File: src/rtl/eq_mac_sched.sv
// Equalizer MAC scheduler: one signed 16x16 MAC shared by every band/tap pair of each sample.
// Define EQ_SCHED_SAT_EN to clamp the output to 16 bits; otherwise the total wraps.
module eq_mac_sched #(
    parameter int NTAPS  = 10,
    parameter int NBANDS = 4
) (
    input  logic        clk,
    input  logic        reset,
    input  logic [15:0] sample_i,
    input  logic        sample_valid,
    input  logic [31:0] gains,
    output logic [7:0]  coef_addr,
    input  logic [15:0] coef_data,
    output logic [15:0] result_o,
    output logic        result_valid,
    output logic        busy,
    output logic        overrun
);

    localparam int TW = $clog2(NTAPS);
    localparam int BW = (NBANDS > 1) ? $clog2(NBANDS) : 1;
    localparam logic [TW-1:0] LAST_TAP  = TW'(NTAPS - 1);
    localparam logic [BW-1:0] LAST_BAND = BW'(NBANDS - 1);

    typedef enum logic [2:0] {S_IDLE, S_RUN, S_DRAIN, S_GAIN, S_OUT} state_t;

    state_t             state_q, state_d;
    logic [TW-1:0]      tap_q, tap_d;
    logic [BW-1:0]      band_q, band_d;
    logic [TW-1:0]      wp_q, wp_d;
    logic [TW-1:0]      rp_q, rp_d;
    logic signed [15:0] window_q [NTAPS];
    logic signed [15:0] window_d [NTAPS];
    logic signed [39:0] acc_q, acc_d;
    logic signed [47:0] total_q, total_d;
    logic [31:0]        gains_q, gains_d;
    logic [7:0]         coef_addr_q, coef_addr_d;
    logic [15:0]        result_q, result_d;
    logic               result_valid_q, result_valid_d;
    logic               overrun_q, overrun_d;

    logic               busy_c;
    logic               accept;
    logic               mac_en;
    logic signed [31:0] product;
    logic [7:0]         gain_sel;
    logic signed [47:0] band_ext;
    logic signed [47:0] gain_ext;
    logic signed [47:0] gained;
    logic signed [47:0] scaled;
    logic [15:0]        result_sat;

    // OUT is not busy, so a sample arriving while the result is written starts the next run.
    assign busy_c = (state_q == S_RUN) || (state_q == S_DRAIN) || (state_q == S_GAIN);
    assign accept = sample_valid && !busy_c;
    assign mac_en = ((state_q == S_RUN) && (tap_q != '0)) || (state_q == S_DRAIN);

    // rp_q walks backwards from the newest sample, one step per MAC, and wraps back each band.
    assign product  = 32'($signed(coef_data)) * 32'(window_q[rp_q]);
    assign gain_sel = gains_q[{band_q, 3'b000} +: 8];
    assign band_ext = 48'(acc_q >>> 15);
    assign gain_ext = {40'd0, gain_sel};
    assign gained   = band_ext * gain_ext;
    assign scaled   = gained >>> 7;

    always_comb begin
`ifdef EQ_SCHED_SAT_EN
        if (total_q > 48'sd32767) begin
            result_sat = 16'h7FFF;
        end else if (total_q < -48'sd32768) begin
            result_sat = 16'h8000;
        end else begin
            result_sat = total_q[15:0];
        end
`else
        result_sat = total_q[15:0];
`endif
    end

    // NOTE: every _d gets its current value first, so no path through this block can infer a latch.
    always_comb begin
        state_d        = state_q;
        tap_d          = tap_q;
        band_d         = band_q;
        wp_d           = wp_q;
        rp_d           = rp_q;
        window_d       = window_q;
        acc_d          = acc_q;
        total_d        = total_q;
        gains_d        = gains_q;
        coef_addr_d    = coef_addr_q;
        result_d       = result_q;
        result_valid_d = 1'b0;
        overrun_d      = overrun_q;

        if (mac_en) begin
            acc_d = acc_q + 40'(product);
            rp_d  = (rp_q == '0) ? LAST_TAP : rp_q - TW'(1);
        end

        case (state_q)
            S_RUN: begin
                if (tap_q == LAST_TAP) begin
                    state_d = S_DRAIN;
                end else begin
                    tap_d       = tap_q + TW'(1);
                    coef_addr_d = coef_addr_q + 8'd1;
                end
            end
            S_DRAIN: state_d = S_GAIN;
            S_GAIN: begin
                total_d = total_q + scaled;
                acc_d   = '0;
                if (band_q == LAST_BAND) begin
                    band_d  = '0;
                    state_d = S_OUT;
                end else begin
                    band_d      = band_q + BW'(1);
                    tap_d       = '0;
                    coef_addr_d = 8'((32'(band_q) + 32'd1) * NTAPS);
                    state_d     = S_RUN;
                end
            end
            S_OUT: begin
                result_d       = result_sat;
                result_valid_d = 1'b1;
                total_d        = '0;
                state_d        = S_IDLE;
            end
            default: ;
        endcase

        if (accept) begin
            window_d[wp_q] = sample_i;
            wp_d           = (wp_q == LAST_TAP) ? '0 : wp_q + TW'(1);
            rp_d           = wp_q;
            gains_d        = gains;
            band_d         = '0;
            tap_d          = '0;
            coef_addr_d    = '0;
            state_d        = S_RUN;
        end else if (sample_valid) begin
            overrun_d = 1'b1;
        end
    end

    // NOTE: sequential state uses non-blocking assignment so every flop samples pre-edge values.
    always_ff @(posedge clk) begin
        if (reset) begin
            state_q        <= S_IDLE;
            tap_q          <= '0;
            band_q         <= '0;
            wp_q           <= '0;
            rp_q           <= '0;
            acc_q          <= '0;
            total_q        <= '0;
            gains_q        <= '0;
            coef_addr_q    <= '0;
            result_q       <= '0;
            result_valid_q <= 1'b0;
            overrun_q      <= 1'b0;
            // NOTE: the window is cleared on reset so a restarted stream never filters stale samples.
            for (int i = 0; i < NTAPS; i++) begin
                window_q[i] <= '0;
            end
        end else begin
            state_q        <= state_d;
            tap_q          <= tap_d;
            band_q         <= band_d;
            wp_q           <= wp_d;
            rp_q           <= rp_d;
            window_q       <= window_d;
            acc_q          <= acc_d;
            total_q        <= total_d;
            gains_q        <= gains_d;
            coef_addr_q    <= coef_addr_d;
            result_q       <= result_d;
            result_valid_q <= result_valid_d;
            overrun_q      <= overrun_d;
        end
    end

    assign coef_addr    = coef_addr_q;
    assign result_o     = result_q;
    assign result_valid = result_valid_q;
    assign busy         = busy_c;
    assign overrun      = overrun_q;

endmodule

File: config.mk
export PLATFORM = sky130hd
export DESIGN_NAME = eq_mac_sched
export DESIGN_NICKNAME = d
export VERILOG_FILES = /design/src/rtl/eq_mac_sched.sv
export SDC_FILE = /design/constraint.sdc
export NUM_CORES = 2
export LEC_CHECK = 0
export ABC_AREA = 1
export BUFFER_PORTS_ARGS = -buffer_cell sky130_fd_sc_hd__buf_2
export CAP_MARGIN = 20
export CORE_MARGIN = 3
export CORE_UTILIZATION = 25
export CTS_CLUSTER_DIAMETER = 80
export DETAILED_ROUTE_END_ITERATION = 10
export PLACE_DENSITY = 0.47
export SLEW_MARGIN = 20
export SYNTH_ARGS = -nofsm -noshare
export SYNTH_HDL_FRONTEND = slang
export SYNTH_SLANG_ARGS = --single-unit
File: constraint.sdc
create_clock -name clk -period 14.44 [get_ports clk]
set_input_delay 1.444 -clock clk [delete_from_list [all_inputs] [get_ports clk]]
set_output_delay 1.444 -clock clk [all_outputs]
set_load 0.03 [all_outputs]
# == After elaboration in Yosys (flattened, before gate mapping) ==
# Cells that the tools add are included.
# word_totals
inputBits,67
out_inout_bits,27
reg_bits,323
word_cells,95
# op_classes
n_bitwise,3
n_reduce_logical,20
mul,3
n_eq_ne,11
muxes,23
magnitude_cmp,3
add_sub_neg,8
shifts,1
# op_table
operator,n
$bwmux 160,1
$pmux 48 s2,1
$bmux 16 s4,1
$demux 16 s4,1
$add 48x27->48,1
$mux 16,3
$add 40x32->40,1
$mul 25x9->34,1
$mul 16x16->32,1
$shiftx 32x6->8,1
$mux 4,6
$mux 8,2
$pmux 8 s2,1
$pmux 3 s4,1
$ge 5x5->1 const B,2
$not 4->5,2
$add 4x1->4 const B,2
$add 8x1->8 const B,1
$eq 4x4->1 const B,2
$pmux 4 s2,1
$reduce_bool 4->1,2
$eq 3x2->1 const B,2
$mul 3x3->6 const B,1
$mux 3,2
other kinds (22),33

# == Depth between registers and ports, before layout ==
# depth
ltp_word,7
mapped_depth,42
ltp_nobuf,40

# == Worst setup path before layout ==
# Ideal clock, no wire load.
# synth_timing
path_type,input port to flip-flop
startpoint,input coef_data[15]
endpoint,register acc_q[37]
t_arrival_ps,6763
path_slack_ps,7548
cell_stages,22
t_required_ps,14311
path_buffers,1
setup_time_ps,129
cell_sequence,clkbuf_1 -> nand2_1 -> fa_1 -> inv_1 -> fa_1 -> inv_1 -> fa_1 -> inv_1 -> fa_1 -> fa_1 -> inv_1 -> fa_1 -> inv_1 -> ha_1 -> a21oi_1 -> inv_1 -> a31oi_1 -> o211ai_1 -> nor2_1 -> nand3_1 -> xor2_1 -> a21oi_1
# synth_between
elab_chain_cells,2
# synth_rtl
item,line_no,text
start: declaration,13,"input logic [15:0] coef_data,"
$mul 16x16->32,59,assign product = 32'($signed(coef_data)) * 32'(window_q[rp_q]);
$add 40x32->40,97,acc_d = acc_q + 40'(product);
end signal: assignment,155,acc_q <= '0;
end signal: assignment,173,acc_q <= acc_d;
end: declaration,34,"logic signed [39:0] acc_q, acc_d;"
# Every way passes these cells.
# A chain may end at the register's enable or synchronous reset.

# == Worst setup path after layout ==
# layout_timing
startpoint,register rp_q[0]
endpoint,register acc_q[37]
# layout_between
elab_chain_cells,6
# layout_rtl
item,line_no,text
start: declaration,31,"logic [TW-1:0] rp_q, rp_d;"
start signal: assignment,171,rp_q <= rp_d;
$not 4->5 (implied by the code),59,
$bmux 16 s4,59,
$mux 16 (implied by the code) (2 in series),59,
$mul 16x16->32,59,
$add 40x32->40,97,
# Every way passes these cells. The select of a mux whose other input is x is not followed.

==> results.yml <==
run_status:
  status: "complete, no violations"
worst_setup_path:
  cp_common_cell: "fa_1"
  cp-startpoint: "rp_q[0]"
  path_class: "register to register"
  worst_ep_arrival_time_ns: 8.80
  worst-path-stages: 27
  cp-end-kind: "register"
  r2r_start: "rp_q[0]"
  path_delay_family: "adder cells"
  worst_path_max_delay_cell: "a221o_1"
  startpoint_type: "register"
  slowest_delay_ns: 0.76
  worstPathRequired_ns: 14.86
  critPathMaxFanout: 70
  reg2reg_depth: 27
  crit_buf_inv: 8
routing:
  final_antenna_net_count: 0
  wl_per_cell_microns: 16.0
  first_iter_violations: 1662
  drtPass1Iterations: 5
  drc_errors: 0
  dr_total_vias: 24600
  drt-total-wl_microns: 89400
  viasPerCell: 4.40
global_routing:
  grt_pass1_wl_microns: 146000
  overflow: 0
  first_global_vias: 25300
  grt_max_degree: 112
  track_usage: 0.148
  antenna_found_initial: 0
clocking:
  cts_hold_buf: 0
  cts_max_path_buffers: 3
  cts.sinks: 289
  cts-root-buf: "clkbuf_16"
  insertion_delay_ns: 0.56
  postCtsSetupBuffers: 0
  cts_tree: "yes"
  htree_levels: 2
  cts_resized: 0
  cts_made_buffers: 38
  clk_pin_slew_ns: 0.06
floorplanning:
  placementRows: 126
  die_w_microns: 352
  core_region_area_sq_mm: 0.118
  ios: 94
  dieArea_sq_mm: 0.124
  start_util: 0.253
  die_height_microns: 352
final_layout:
  final_util: 0.279
  fin_area_sq_mm: 0.0331
  fin_nets: 4615
  layout-drive-gt1-share: 0.0704
  syn2layout_area_growth_pct: 10.6
  nFillCells: 12900
yosys:
  synthFlopType: "dfxtp_1"
  yosys-top-cells-count: "inv_1, nor2_1, nand2_1"
  synth.most_common_cell: "inv_1"
  synth_area_per_cell_sq_um: 7.56
  yosys_register_bits: 289
  synth_area_leaders: "fa_1, dfxtp_1, inv_1"
  synth-seq-area-share: 0.194
  syn_area_sq_mm: 0.0299
  synth-edff-count: 0
  yosysTopAreaCell: "fa_1"
  yosys_warnings: 0
  synth_fp_nets: 4617
  postSynthCellCount: 3953
  synth.distinct_cells: 60
  synth-async-reset-ratio: 0
  synth_top_area_share: 0.284
flow_run:
  max_cap_viol_count: 0
sta:
  slew_headroom: 0.321
  fin_crit_ns: 8.38
  report.final.slew_viol_count: 0
  fin_crit_sh: 0.581
  finClkSkew_ns: 0.0126
  tightest_slew_ns: 1.02
  hold_violations: 0
  tns_ns: 0
  setup_ws_ns: 6.06
  rsz0062_at_grt: "no"
  setup_viol_count_final: 0
  fmax_ghz: 0.119
place:
  place.gp.congestion: 0.839
  portBuffers: 93
  place_area_sq_mm: 0.0318
  detailedPlace.worstSlack_ns: 6.12
  dp_hpwl_microns: 67700
worst_hold_path:
  worstHoldPathType: "register to register"
  holdPathStages: 2
  min-delay-start: "overrun"
==> sequential cells by signal, indices dropped and copies added (netlist names) <==
name / flops
acc_q: 38
band_q: 2
coef_addr: 8
gains_q: 32
overrun: 1
result_o: 16
result_valid: 1
rp_q: 4
state_q: 3
tap_q: 4
total_q: 16
window_q: 160
wp_q: 4
==> metrics by stage <==
| step | hold WS, ns | cells |
|---|---|---|
| floorplan | 0.429 | 3953 |
| global placement | 0.437 | 5511 |
| detailed placement | 0.442 | 5511 |
| CTS | 0.451 | 5578 |
| global route | 0.484 | 5578 |
| finish | 0.447 | 5579 |
==> per-layer routing <==
layer / global-route usage / vias up / part of all wire
met5: 0 / - / 0
met4: 0.0277 / 0 / 0.016
met3: 0.0133 / 75 / 0.041
met2: 0.232 / 461 / 0.44
met1: 0.221 / 12000 / 0.50
li1: - / 12000 / -
==> cells in the final DEF, fill, tap and decap left out, drive strengths merged, types with 14 or more instances in the layout <==
cell type and instances:
nand2 627, clkbuf 54, a221o 14, o211ai 20, or2 20, xor2 27
inv 821, o22ai 34, xnor2 18, nor3 18, buf 118, fa 424
a21oi 139, nand3 85, ha 173, nor2 664, dfxtp 289, o21ai 339
a31oi 14
==> layout make-up <==
class	instances	area (sq um)	area share
Timing Repair Buffer	118	653	0.0197
Clock inverter	13	161	0.00488
Inverter	821	3090	0.0936
Antenna cell	1	2.50	0.0000757
Clock buffer	54	1090	0.0330
Multi-Input combinational cell	2683	20300	0.613
Tap cell	1600	2000	0.0605
Sequential cell	289	5790	0.175
==> cells by family (layout without fill, tap and decap cells) <==
group	count (synthesis)	in the layout	synth area share
and+or+nand+nor	1432	1432	0.194
buffers and inverters	981	1006	0.128
other	0	1	0
AOI/OAI and AO/OA	609	609	0.114
DFF	289	289	0.194
adders and majority gates	597	597	0.356
xor gates and xnor gates	45	45	0.0134
==> worst paths after layout <==
kind	to	slack [ns]
min reg2reg	overrun	0.45
min	overrun	0.45
max	acc_q[37]	6.06
max reg2reg	acc_q[37]	6.06
==> worst reg2reg max path: stages (launching register included) <==
cell     delay, ns
dfxtp_2       0.31
buf_4         0.32
inv_2         0.33
buf_4         0.52
o21ai_0       0.22
o22ai_1       0.25
a221o_1       0.76
nand2_1       0.23
fa_1          0.55
inv_1         0.14
fa_1          0.67
inv_1         0.13
fa_1          0.54
fa_1          0.65
inv_1         0.11
fa_1          0.48
inv_1         0.04
fa_1          0.47
inv_1         0.04
ha_1          0.39
nand2_1       0.12
nor3_1        0.22
nand2_1       0.13
nor2_1        0.18
o31ai_1       0.11
nand3_1       0.10
xor2_1        0.15
a21oi_1       0.08
Power is left out: the tool's default activity adds up to more than one toggle a clock period on the data nets, which glitch-free logic cannot reach.
